$ cat src/rtl/inst_queue_pkg.sv
// Shared types for the instruction queue.
// Each entry pairs a fetched instruction with its PC.
package inst_queue_pkg;

    // Default queue depth used by the core-level instantiation
    localparam int IQ_DEPTH = 16;

    // One buffered fetch result
    typedef struct packed {
        logic [31:0] inst;
        logic [31:0] pc;
    } iq_entry_t;

    // Index bits of a wrap-bit pointer (drops the MSB)
    function automatic logic [31:0] iq_ptr_index(input logic [31:0] ptr, input int ptr_w);
        logic [31:0] mask;
        mask = (32'd1 << ptr_w) - 32'd1;
        return ptr & mask;
    endfunction

endpackage

$ cat src/rtl/inst_queue.sv
// Instruction queue: circular FIFO of {inst, pc} between fetch and decode.
// Pointers carry one extra wrap bit so full and empty are distinguishable
// without a separate occupancy register; count is their difference.
module inst_queue
    import inst_queue_pkg::*;
#(
    parameter  int DEPTH = IQ_DEPTH,
    localparam int PTR_W = $clog2(DEPTH)
)(
    input  logic             clk,
    input  logic             rst,
    input  logic             flush,
    input  logic             enq_valid,
    output logic             enq_ready,
    input  logic [31:0]      enq_inst,
    input  logic [31:0]      enq_pc,
    output logic             deq_valid,
    input  logic             deq_ready,
    output logic [31:0]      deq_inst,
    output logic [31:0]      deq_pc,
    output logic [PTR_W:0]   count
);

    iq_entry_t            r_mem [DEPTH];
    logic [PTR_W:0]       r_head;
    logic [PTR_W:0]       r_tail;

    logic [PTR_W-1:0]     w_head_idx;
    logic [PTR_W-1:0]     w_tail_idx;
    logic                 w_empty;
    logic                 w_full;
    logic                 w_enq_fire;
    logic                 w_deq_fire;
    iq_entry_t            w_head_entry;
    iq_entry_t            w_enq_entry;

    assign w_head_idx = r_head[PTR_W-1:0];
    assign w_tail_idx = r_tail[PTR_W-1:0];

    // Full when indices match but the wrap bits differ; empty when equal
    assign w_empty = (r_head == r_tail);
    assign w_full  = (w_head_idx == w_tail_idx) && (r_head[PTR_W] != r_tail[PTR_W]);

    // Handshakes depend only on registered pointers (no bypass paths)
    assign enq_ready = !w_full;
    assign deq_valid = !w_empty;

    // A flush cycle drops both the enqueue and the dequeue
    assign w_enq_fire = enq_valid && !w_full  && !flush;
    assign w_deq_fire = !w_empty  && deq_ready && !flush;

    assign w_enq_entry = '{inst: enq_inst, pc: enq_pc};

    // Head entry is read combinationally from the registered array
    assign w_head_entry = r_mem[w_head_idx];
    assign deq_inst     = w_head_entry.inst;
    assign deq_pc       = w_head_entry.pc;

    assign count = r_tail - r_head;

    // Entry storage: zeroed on reset so deq_* is never X, written on enqueue
    always_ff @(posedge clk) begin
        if (rst) begin
            for (int i = 0; i < DEPTH; i++) begin
                r_mem[i] <= '0;
            end
        end else if (w_enq_fire) begin
            r_mem[w_tail_idx] <= w_enq_entry;
        end
    end

    // Pointer update: reset beats flush, flush beats any transfer
    always_ff @(posedge clk) begin
        if (rst || flush) begin
            r_head <= '0;
            r_tail <= '0;
        end else begin
            if (w_enq_fire) begin
                r_tail <= r_tail + (PTR_W+1)'(1);
            end
            if (w_deq_fire) begin
                r_head <= r_head + (PTR_W+1)'(1);
            end
        end
    end

endmodule

$ cat config.mk
export PLATFORM = sky130hd
export DESIGN_NAME = inst_queue
export DESIGN_NICKNAME = d
export VERILOG_FILES = /design/src/rtl/inst_queue_pkg.sv /design/src/rtl/inst_queue.sv
export SDC_FILE = /design/constraint.sdc
export NUM_CORES = 1
export LEC_CHECK = 0
export ABC_CLOCK_PERIOD_IN_PS = 5590
export BUFFER_PORTS_ARGS = -buffer_cell sky130_fd_sc_hd__clkbuf_2
export CELL_PAD_IN_SITES_DETAIL_PLACEMENT = 0
export CELL_PAD_IN_SITES_GLOBAL_PLACEMENT = 1
export CORE_ASPECT_RATIO = 1.75
export CORE_UTILIZATION = 24
export CTS_BUF_LIST = sky130_fd_sc_hd__clkbuf_4
export DETAILED_ROUTE_END_ITERATION = 6
export MAX_ROUTING_LAYER = met4
export PLACE_DENSITY_LB_ADDON = 0.1
export SLEW_MARGIN = 20
export SYNTH_ARGS = -nofsm -noshare
export SYNTH_HDL_FRONTEND = slang
export SYNTH_SLANG_ARGS = --single-unit
$ cat constraint.sdc
create_clock -name clk -period 5.59 [get_ports clk]
set_input_delay 0.2795 -clock clk [delete_from_list [all_inputs] [get_ports clk]]
set_output_delay 0.2795 -clock clk [all_outputs]
set_load 0.02 [all_outputs]
* After elaboration in Yosys (flattened, before gate mapping)
Memory sizes are Yosys's and may differ from the RTL's. A register that Yosys moved wholly into a read port is not among the register bits.
Index checks and enable logic that the tools add are counted.
** Cells by class
- Reductions and logical operators :: 10
- Mux-type cells :: 10
- Equality and inequality tests :: 3
- Add/subtract/negate cells :: 3
** Operator list (count)
- 64-bit two-way mux :: 1
- 64-bit OR reduction :: 1
- 4-bit two-way mux :: 3
- 5-bit by 1-bit adder with 5-bit output (second input constant) :: 2
- 1-bit two-way mux :: 6
- 5-bit equality test :: 1
- 1-bit logical AND :: 5
- 5-bit subtractor :: 1
- 4-bit equality test :: 1
- 1-bit logical NOT :: 3
- 1-bit logical OR :: 1
- 1-bit inequality test :: 1
** Word-level totals
- Flip-flop bits (word level) :: 10
- Input bits :: 69
- Memory bits (writable) :: 1024
- Output and inout port bits :: 71
- Memories kept :: 1
** Memory list
- r_mem :: words 16, width 64, read ports 1, clocked after Yosys merged registers in 1, wr ports 16, line inst_queue.sv:24 : iq_entry_t r_mem [DEPTH];

* Logic depth before layout (Yosys ltp)
Gate-level depths: netlist of the first run.
- Depth after elaboration :: 10
- Depth in mapped cells :: 9

* Worst setup path before layout of the first run
No wires, ideal clock.
- Path kind :: register to register
- Start :: reg r_head[1]
- End :: mem r_mem[4][0] (netlist name) (enable)
- Setup time :: 428 ps
- Path buffers :: 2
- Path slack :: 2091 ps
- Data arrival time :: 3071 ps
- Stages on the path, launching flop included :: 9
- Data required time :: 5162 ps
- Path through :: dfxtp_1 > inv_1 > ha_1 > nand4_2 > nand2b_1 > buf_6 > buf_8 > and3b_4 > a31o_1
** RTL lines
- start, declared :: line inst_queue.sv:25 : logic [PTR_W:0] r_head;
- start signal, assigned :: line inst_queue.sv:82 : r_head <= r_head + (PTR_W+1)'(1);
- end, declared :: line inst_queue.sv:24

==> results of run 1 <==
==> state kept, by name (all words and copies together), names as in the netlist, named ones only <==
signal / cells
r_tail: 5
r_mem: 1024
r_head: 5
==> worst paths after layout <==
path                          start                     endpoint  cells past startpoint
max                       flip-flop                  deq_inst[0]                      6
min                     enq_inst[2]  r_mem[14][34]$_SDFFCE_PN0P_                      3
max reg2reg  r_tail[0]$_SDFFE_PP0P_  r_mem[13][10]$_SDFFCE_PN0P_                      7
min reg2reg  r_tail[1]$_SDFFE_PP0P_       r_tail[1]$_SDFFE_PP0P_                      2
==> cells by family (layout without fill, tap and decap cells) <==
family | Yosys count | after routing | share of synthesized area [%]
buffers and inverters | 283 | 744 | 3.317
multiplexers | 257 | 257 | 12.90
AND/OR/NAND/NOR | 1268 | 1268 | 11.27
other | 0 | 7 | 0
XOR/XNOR | 11 | 11 | 0.2319
AO/OA/AOI/OAI | 159 | 159 | 2.691
flip-flops | 1038 | 1038 | 69.30
adder cells (fa/ha/maj) | 10 | 10 | 0.2962
==> power breakdown <==
part           internal [mW]  switching, mW  leakage [nW]
registers               8.80         0.0830          10.7
logic                  0.299          0.649          4.55
clock network           3.54           3.30          1.98
==> per-stage QoR <==
stage | worst slack (ns) | total power, mW | cell area [um^2] | cells
finish | 1.570 | 16.67 | 52300 | 5920
global route | 1.244 | 17.33 | 52300 | 5920
CTS | 1.327 | 16.98 | 52280 | 5913
detailed placement | 1.689 | 10.01 | 48250 | 5405
global placement | 1.723 | 9.992 | 48230 | 5404
floorplan | 2.091 | 9.525 | 44780 | 3026
==> layer usage <==
metal  vias up  share of wire, %  track usage [%]
met2       829                56            34.59
li1      11860                 -                -
met5         -                 0                -
met4         0               2.8            5.752
met3       295               4.0            2.533
met1     14490                37            19.57
==> synthesized netlist by cell type (5+ instances only) <==
| cell | instances | area (um^2) |
|---|---|---|
| ha_1 | 9 | 112.6 |
| inv_1 | 9 | 33.78 |
| buf_2 | 98 | 490.5 |
| edfxtp_1 | 1024 | 30750 |
| and2_1 | 18 | 112.6 |
| mux4_2 | 256 | 5766 |
| buf_6 | 28 | 315.3 |
| o21ai_0 | 6 | 30.03 |
| buf_1 | 10 | 37.54 |
| dfxtp_1 | 14 | 280.3 |
| a22oi_1 | 128 | 960.9 |
| xnor2_1 | 6 | 52.55 |
| nor2_1 | 1018 | 3821 |
| clkbuf_1 | 116 | 435.4 |
| nand4_2 | 5 | 62.56 |
| buf_4 | 21 | 157.7 |
| nand2_1 | 194 | 728.2 |
| a41o_1 | 13 | 130.1 |
| nor2b_1 | 5 | 31.28 |
==> cell type report <==
class	count	area, um^2	area share (%)
flip-flops and latches	1038	31040	59.34
diodes	7	17.52	0.03349
clock buffers	380	2853	5.455
multi-input cells	1705	12550	23.99
well taps	2426	3035	5.804
clock inverters	59	493.0	0.9426
inverters	9	33.78	0.06459
repair buffers	296	2285	4.368
==> tightest hold or removal path, stage by stage <==
cell           delay [ns]
dlygate4sd3_1        0.53
clkbuf_2             0.17
and2_1               0.13
==> impl_metrics.tcl, run 1 <==
set metrics [dict create \
    status "finished, violations left" \
    violations "design-rule violations" \
    cp_max_fo 37 \
    cp.arrival_ns 3.74 \
    cts_root_buf "clkbuf_4" \
    numPortBuffers 139 \
    initial_core_util_pct 24.15 \
    clk_latency_ns 1.12 \
    vias_per_cell 4.641 \
    num-fill-cells 18760 \
    grt_max_degree 75 \
    worst_pin_slew_ns 1.129 \
    yosysWarnings 0 \
    post-route-period-util_pct 71.91 \
    io_pins 140 \
    grt_setup_unrepaired "no" \
    areaGrowthSynthToFinish_pct 16.80 \
    clockBufferDepth 4 \
    grt_use_total_pct 18.41 \
    max_freq_mhz 248.8 \
    final.setup.tns_ns 0 \
    coreArea_um2 185400 \
    clk_pin_slew_worst_paths_ns 0.07 \
    slew_viol_final 0 \
    hold_viol_final 0 \
    ys_ff_latch 1038 \
    syn_area_um2 44780 \
    critical_path_class "flip-flop to output port" \
    syn_avg_cell_area_um2 14.80 \
    power.leakage_nw 17.23 \
    power_density_nw_per_um2 318.7 \
    worst_ir_drop_vdd_mv 0.1527 \
    cts_resized 0 \
    antenna_found_initial 8 \
    fin_worst_skew_ns 0.07895 \
    postCtsSetupRepairBufs 0 \
    dieArea_um2 188400 \
    dp_hpwl_um 103500 \
    yosysUniqueCellTypes 43 \
    crit_chain "buf_12 > buf_4 > mux4_2 > a22oi_1 > nand2_1 > clkbuf_2" \
    layout_common_cells "edfxtp_1, nor2_1, clkbuf_4, mux4_2, nand2_1" \
    ant_nets 0 \
    die-width_um 328.5 \
    slew_headroom_pct 24.60 \
    drc 26 \
    holdBufCountCts 69 \
    drv_cap 0 \
    crit_family "buffers and inverters" \
    dr.pass1.iters 7 \
    slowest_delay_ns 0.69 \
    cts_tree "built" \
    hold_path_class "input port to flip-flop" \
    overflow 0 \
    final_common_cell "edfxtp_1" \
    drt_iter0_markers 1985 \
    syn_nets 3105 \
    cts_sinks 1038 \
    synthCells 3026 \
    async_flop_share_pct 0 \
    via_count 27480 \
    dominantRegCellSynth "edfxtp_1" \
    layout-drive-gt1-share_pct 26.73 \
    cts_buffers 275 \
    reg2reg_slack_ns 1.71 \
    htree_num_levels 5 \
    worst_setup_path_start_kind "flip-flop" \
    worstSetupEndpointType "output port" \
    crit_buf_inv 3 \
    grt_pass1_wl_um 235000 \
    grt_pass1_vias 30270 \
    yosysSeqAreaShare_pct 69.30 \
    min_period_ns 4.020 \
    final_util_pct 28.21 \
    wl_um 168600 \
    setup-violations-final 0 \
    rows 209 \
    synth_edf_count 1024 \
    post_drt_wl_per_cell_um 28.48 \
    crit_slowest_cell "dfxtp_4" \
    nets 3404 \
    required_ns 5.31 \
    worst_hold_slack_ns 0.1021 \
    gp_congestion 0.7541 \
    die_h_um 573.4 \
]
(Power assumes the default switching activity.)
==> inputs of run 2 (changes only) <==
--- a/config.mk
+++ b/config.mk
@@ -5,7 +5,8 @@
 export SDC_FILE = /design/constraint.sdc
 export NUM_CORES = 1
 export LEC_CHECK = 0
-export ABC_CLOCK_PERIOD_IN_PS = 5590
+export ABC_AREA = 1
+export ABC_CLOCK_PERIOD_IN_PS = 3890
 export BUFFER_PORTS_ARGS = -buffer_cell sky130_fd_sc_hd__clkbuf_2
 export CELL_PAD_IN_SITES_DETAIL_PLACEMENT = 0
 export CELL_PAD_IN_SITES_GLOBAL_PLACEMENT = 1
==> constraint.sdc (replaced) <==
create_clock -name clk -period 3.89 [get_ports clk]
set_input_delay 0.1945 -clock clk [delete_from_list [all_inputs] [get_ports clk]]
set_output_delay 0.1945 -clock clk [all_outputs]
set_load 0.02 [all_outputs]
==> impl_metrics.tcl, run 2 <==
set metrics [dict create \
    syn_avg_cell_area_um2 9.157 \
    hold_path_class "input port to flip-flop" \
    clockBufferDepth 4 \
    dominantRegCellSynth "edfxtp_1" \
    required_ns 3.70 \
    reg2reg_slack_ns 0.60 \
    synth_most_common_cell "nand2_1" \
    nets 5754 \
    power.leakage_nw 24.83 \
    ant_nets 0 \
    cts_buffers 289 \
    drv_cap 0 \
    async_flop_share_pct 0 \
    slew_viol_final 0 \
    worstSetupEndpointType "output port" \
    power_mw 25.12 \
    io_pins 140 \
    pwr-share-comb_pct 9.0 \
    final_common_cell "nand2_1" \
    fin_area_um2 57930 \
    cp.arrival_ns 3.40 \
    status "complete, no violations" \
    power_density_nw_per_um2 433.6 \
    largest_reg_flops 1024 \
    via_count 37210 \
    grt_pass1_wl_um 275600 \
    reg.largest.list "r_mem x1024, r_head x5, r_tail x5" \
    grt_max_degree 119 \
    synthCells 5440 \
    cp_max_fo 92 \
    worst_setup_path_start_kind "flip-flop" \
    layout-drive-gt1-share_pct 17.40 \
    post_drt_wl_per_cell_um 22.75 \
    clk_pin_slew_worst_paths_ns 0.06 \
    drt_iter0_markers 2140 \
    cts_tree "built" \
    dp_cells 7972 \
    fin_worst_skew_ns 0.1075 \
    yosys.area.top_type_share_pct 61.73 \
    dr.pass1.iters 5 \
    worst_ir_drop_vdd_mv 0.1876 \
    syn_nets 5519 \
    setup-violations-final 0 \
    cts_sinks 1038 \
    final_util_pct 28.17 \
    wl_um 194000 \
    top_register "r_mem" \
    grt_use_total_pct 18.91 \
    gp_congestion 0.7383 \
    rows 220 \
    syn_area_um2 49810 \
    yosysUniqueCellTypes 26 \
    dieArea_um2 209500 \
    critical_path_class "flip-flop to output port" \
    post-route-period-util_pct 92.46 \
    grt_setup_unrepaired "no" \
    drc 0 \
    yosysWarnings 0 \
    clkPwrFrac_pct 40.2 \
    clk_latency_ns 1.15 \
    p_sw_mw 6.764 \
    min_period_ns 3.597 \
    seq_area_um2 31040 \
    synth_common_cells "nand2_1, edfxtp_1, nor2_1" \
    synth_area_leader_cell "edfxtp_1" \
    synth_area_leaders "edfxtp_1, nand2_1, nand3_1" \
    hp-start "deq_ready" \
    post-place-ws_ns 0.4805 \
    multi_input_area_um2 14850 \
    hold_viol_final 0 \
    ys_ff_latch 1038 \
    die_h_um 604.7 \
    r2r-end "r_mem[4][37]$_SDFFCE_PN0P_" \
    post_layout_nonfiller_instances 8527 \
    worst_pin_slew_ns 1.078 \
    final.setup.tns_ns 0 \
    cts_root_buf "clkbuf_4" \
    fin_ws_ns 0.2934 \
    grt_pass1_vias 38090 \
    areaGrowthSynthToFinish_pct 16.30 \
    p_sw_share_pct 26.93 \
    slew_headroom_pct 28.14 \
    layout_common_cells "nand2_1, edfxtp_1, nor2_1, nand3_1, inv_1" \
    initial_core_util_pct 24.23 \
    htree_num_levels 5 \
    dp_hpwl_um 106600 \
    yosysSeqAreaShare_pct 62.29 \
    cellInternalPower_mw 18.35 \
    coreArea_um2 205600 \
    hold_depth 6 \
    die-width_um 346.4 \
    synth_edf_count 1024 \
    worst_hold_slack_ns 0.1374 \
    p_seq_share_pct 50.8 \
    r2r_cells 10 \
    dpl_cell_area_um2 53690 \
    num-fill-cells 21790 \
    overflow 0 \
    max_freq_mhz 278.0 \
    reg2reg_from "r_head[2]$_SDFFE_PP0P_" \
    antenna_found_initial 10 \
    vias_per_cell 4.364 \
    numPortBuffers 139 \
]
-- run 2: cell count changes after synthesis, moves of 13 or more --
| cell | before | now |
|---|---|---|
| a22oi_1 | 128 | 0 |
| nor2_2 | 2 | 271 |
| inv_1 | 9 | 602 |
| clkbuf_1 | 116 | 239 |
| buf_2 | 98 | 72 |
| and2_1 | 18 | 0 |
| mux4_2 | 256 | 0 |
| buf_4 | 21 | 0 |
| nand2_1 | 194 | 1654 |
| buf_6 | 28 | 46 |
| a41o_1 | 13 | 0 |
| nor2_1 | 1018 | 780 |
| buf_1 | 10 | 30 |
| nand3_1 | 4 | 659 |
-- run 2: worst max-delay path, cell delays in order, from the launching register on --
cell and delay, ns:
dfxtp_4 0.40, inv_8 0.53, buf_4 0.47, nand3_1 0.12
nand3_1 0.11, nand3_1 0.21, nand2_1 0.16, clkbuf_2 0.18
-- run 2: logic make-up after synthesis --
kind of cell    after synthesis  share of synthesized area (%)
xor+xnor                      4                        0.07034
fa+ha+maj                    10                         0.2663
compound gates                5                        0.07787
buf+inv                     995                          8.462
simple gates               3388                          28.83
flops                      1038                          62.29
-- run 2: power groups by stage --
stage	clock [mW]	combinational [mW]	sequential [mW]
finish	10.1	2.26	12.8
global placement	0	2.29	13.0
CTS	10.6	2.35	12.8
detailed placement	0	2.29	13.0
global route	11.0	2.51	12.8
floorplan	0	1.24	13.0
-- run 2: cell type report --
| type | instances | share of cell area, % |
|---|---|---|
| clock inverters | 49 | 0.5011 |
| multi-input cells | 3407 | 25.64 |
| diodes | 12 | 0.05183 |
| repair buffers | 335 | 5.056 |
| well taps | 2664 | 5.754 |
| flip-flops and latches | 1038 | 53.59 |
| inverters | 604 | 3.993 |
| clock buffers | 418 | 5.417 |
-- run 2: metal layers --
metal	vias up	track usage, %	share of wire (%)
met4	0	5.245	2.4
li1	17830	-	-
met2	791	34.84	54
met1	18280	21.09	40
met5	-	-	0
met3	305	2.584	3.7
-- run 2: timing repair --
item	4_1_cts	5_1_grt
gates resized for setup	2	2
setup endpoints to repair	13	7
setup buffers	0	3
hold endpoints to repair	1517	0
hold buffers	73	0
-- run 2: worst max path at each step --
stage,to,from,slack (ns)
6_report,deq_pc[23],flip-flop,0.29
5_1_grt,deq_pc[24],flip-flop,0.04
4_1_cts,deq_inst[9],flip-flop,0.01
3_5_place_dp,r_mem[2][6]$_SDFFCE_PN0P_,r_tail[0]$_SDFFE_PP0P_,0.48
3_3_place_gp,r_mem[2][6]$_SDFFCE_PN0P_,r_head[2]$_SDFFE_PP0P_,0.55
2_1_floorplan,r_mem[10][0]$_SDFFCE_PN0P_,r_head[2]$_SDFFE_PP0P_,0.38
==> inputs of run 3 (changes only) <==
--- a/config.mk
+++ b/config.mk
@@ -12,7 +12,6 @@
 export CELL_PAD_IN_SITES_GLOBAL_PLACEMENT = 1
 export CORE_ASPECT_RATIO = 1.75
 export CORE_UTILIZATION = 24
-export CTS_BUF_LIST = sky130_fd_sc_hd__clkbuf_4
 export DETAILED_ROUTE_END_ITERATION = 6
 export MAX_ROUTING_LAYER = met4
 export PLACE_DENSITY_LB_ADDON = 0.1
==> impl_metrics.tcl, run 3 (synthesis gave the netlist of run 2 again) <==
set metrics [dict create \
    hold_path_class "input port to flip-flop" \
    dieArea_um2 209500 \
    htree_num_levels 3 \
    grt_max_degree 119 \
    drc 0 \
    clk_latency_ns 0.75 \
    vias_per_cell 4.370 \
    crit_family "buffers and inverters" \
    post-place-ws_ns 0.4805 \
    clockBufferDepth 3 \
    final_common_cell "nand2_1" \
    holdBufCountCts 3 \
    nets 5504 \
    drv_cap 0 \
    postCtsSetupRepairBufs 0 \
    post-route-period-util_pct 86.45 \
    grt_setup_unrepaired "no" \
    cellInternalPower_mw 18.61 \
    final.setup.tns_ns 0 \
    areaGrowthSynthToFinish_pct 14.48 \
    reg.largest.list "r_mem x1024, r_head x5, r_tail x5" \
    crit_buf_inv 3 \
    setup-violations-final 0 \
    worst_pin_slew_ns 1.088 \
    die-width_um 346.4 \
    grt_pass1_vias 36240 \
    fin_ws_ns 0.5272 \
    path_common_cell "nand2_1" \
    io_pins 140 \
    cts_resized 0 \
    rows 220 \
    wl_um 191700 \
    pwr-share-comb_pct 8.7 \
    power.leakage_nw 24.04 \
    required_ns 3.70 \
    crit_chain "inv_8 > buf_4 > nand2_1 > nand2_1 > nand2_1 > nand3_1 > nand3_1 > nand2_1 > clkbuf_2" \
    p_sw_mw 6.576 \
    critical_path_class "flip-flop to output port" \
    grt_pass1_wl_um 272100 \
    dp_hpwl_um 106600 \
    slowest_delay_ns 0.66 \
    cp_max_fo 63 \
    initial_core_util_pct 24.23 \
    p_seq_share_pct 50.7 \
    dp_cells 7972 \
    worst_ir_drop_vdd_mv 0.3258 \
    overflow 0 \
    fin_worst_skew_ns 0.04213 \
    post_layout_nonfiller_instances 8179 \
    cts_sinks 1038 \
    layout-drive-gt1-share_pct 13.05 \
    status "complete, no violations" \
    cts_root_buf "clkbuf_16" \
    die_h_um 604.7 \
    dr.pass1.iters 5 \
    cts_buffers 112 \
    ant_nets 0 \
    via_count 35740 \
    drt_iter0_markers 2211 \
    grt_use_total_pct 18.70 \
    layout_common_cells "nand2_1, edfxtp_1, nor2_1, nand3_1, inv_1" \
    crit_slowest_cell "buf_4" \
    cp.arrival_ns 3.17 \
    num-fill-cells 21630 \
    hold_viol_final 0 \
    p_sw_share_pct 26.11 \
    clkPwrFrac_pct 40.6 \
    slew_headroom_pct 27.44 \
    post_drt_wl_per_cell_um 23.44 \
    min_period_ns 3.363 \
    gp_congestion 0.7383 \
    worst_setup_path_start_kind "flip-flop" \
    worstSetupEndpointType "output port" \
    numPortBuffers 139 \
    power_density_nw_per_um2 441.7 \
    cts_tree "built" \
    max_freq_mhz 297.4 \
    largest_reg_flops 1024 \
    antenna_found_initial 6 \
    slew_viol_final 0 \
    coreArea_um2 205600 \
    top_register "r_mem" \
    clk_pin_slew_worst_paths_ns 0.06 \
]
-- run 3: worst paths after layout --
check	from	endpoint	slack (ns)	depth (start not counted)
worst min-delay path	enq_pc[12]	r_mem[3][12]$_SDFFCE_PN0P_	0.07	3
worst min register to register	r_tail[0]$_SDFFE_PP0P_	r_tail[0]$_SDFFE_PP0P_	0.58	2
worst max register to register	r_tail[0]$_SDFFE_PP0P_	r_mem[2][6]$_SDFFCE_PN0P_	0.58	9
worst max-delay path	flip-flop	deq_pc[6]	0.53	9
-- run 3: tightest hold or removal path, delay by kind of cell --
family / cells / cell delay (ns)
buf+inv: 2 / 0.31
simple gates: 1 / 0.17
-- run 3: per-stage QoR --
stage | total power [mW] | util [%] | hold WS [ns] | cell area, um^2
finish | 25.19 | 27.73 | 0.06693 | 57030
global route | 26.16 | 27.73 | 0.07553 | 57020
CTS | 25.64 | 27.73 | 0.008721 | 57010
detailed placement | 15.29 | 26.11 | 0.5636 | 53690
global placement | 15.28 | 26.11 | 0.5499 | 53690
floorplan | 14.24 | - | 0.3728 | 49810
-- run 3: layout make-up --
class                      count  area, um^2  area share (%)
antenna                        5       12.51         0.02194
clock buffer                 145        2990           5.244
clock inverter                54       307.8          0.5397
inverter                     604        2295           4.024
multi-input combinational   3407       14850           26.05
sequential                  1038       31040           54.44
tap                         2664        3333           5.845
timing repair buffer         262        2190           3.840
-- run 3: power by group through the flow --
stage | Sequential [mW] | Clock (mW) | Combinational, mW
2_1_floorplan | 13.0 | 0 | 1.24
3_3_place_gp | 13.0 | 0 | 2.29
6_report | 12.8 | 10.2 | 2.20
4_1_cts | 12.8 | 10.6 | 2.30
5_1_grt | 12.8 | 10.9 | 2.44
3_5_place_dp | 13.0 | 0 | 2.29
-- run 3: routing by layer --
metal	GRT usage (%)	routed length, um
met1	21.46	79480
met2	34.71	103300
met3	1.902	5190
met4	4.160	3704
met5	-	0
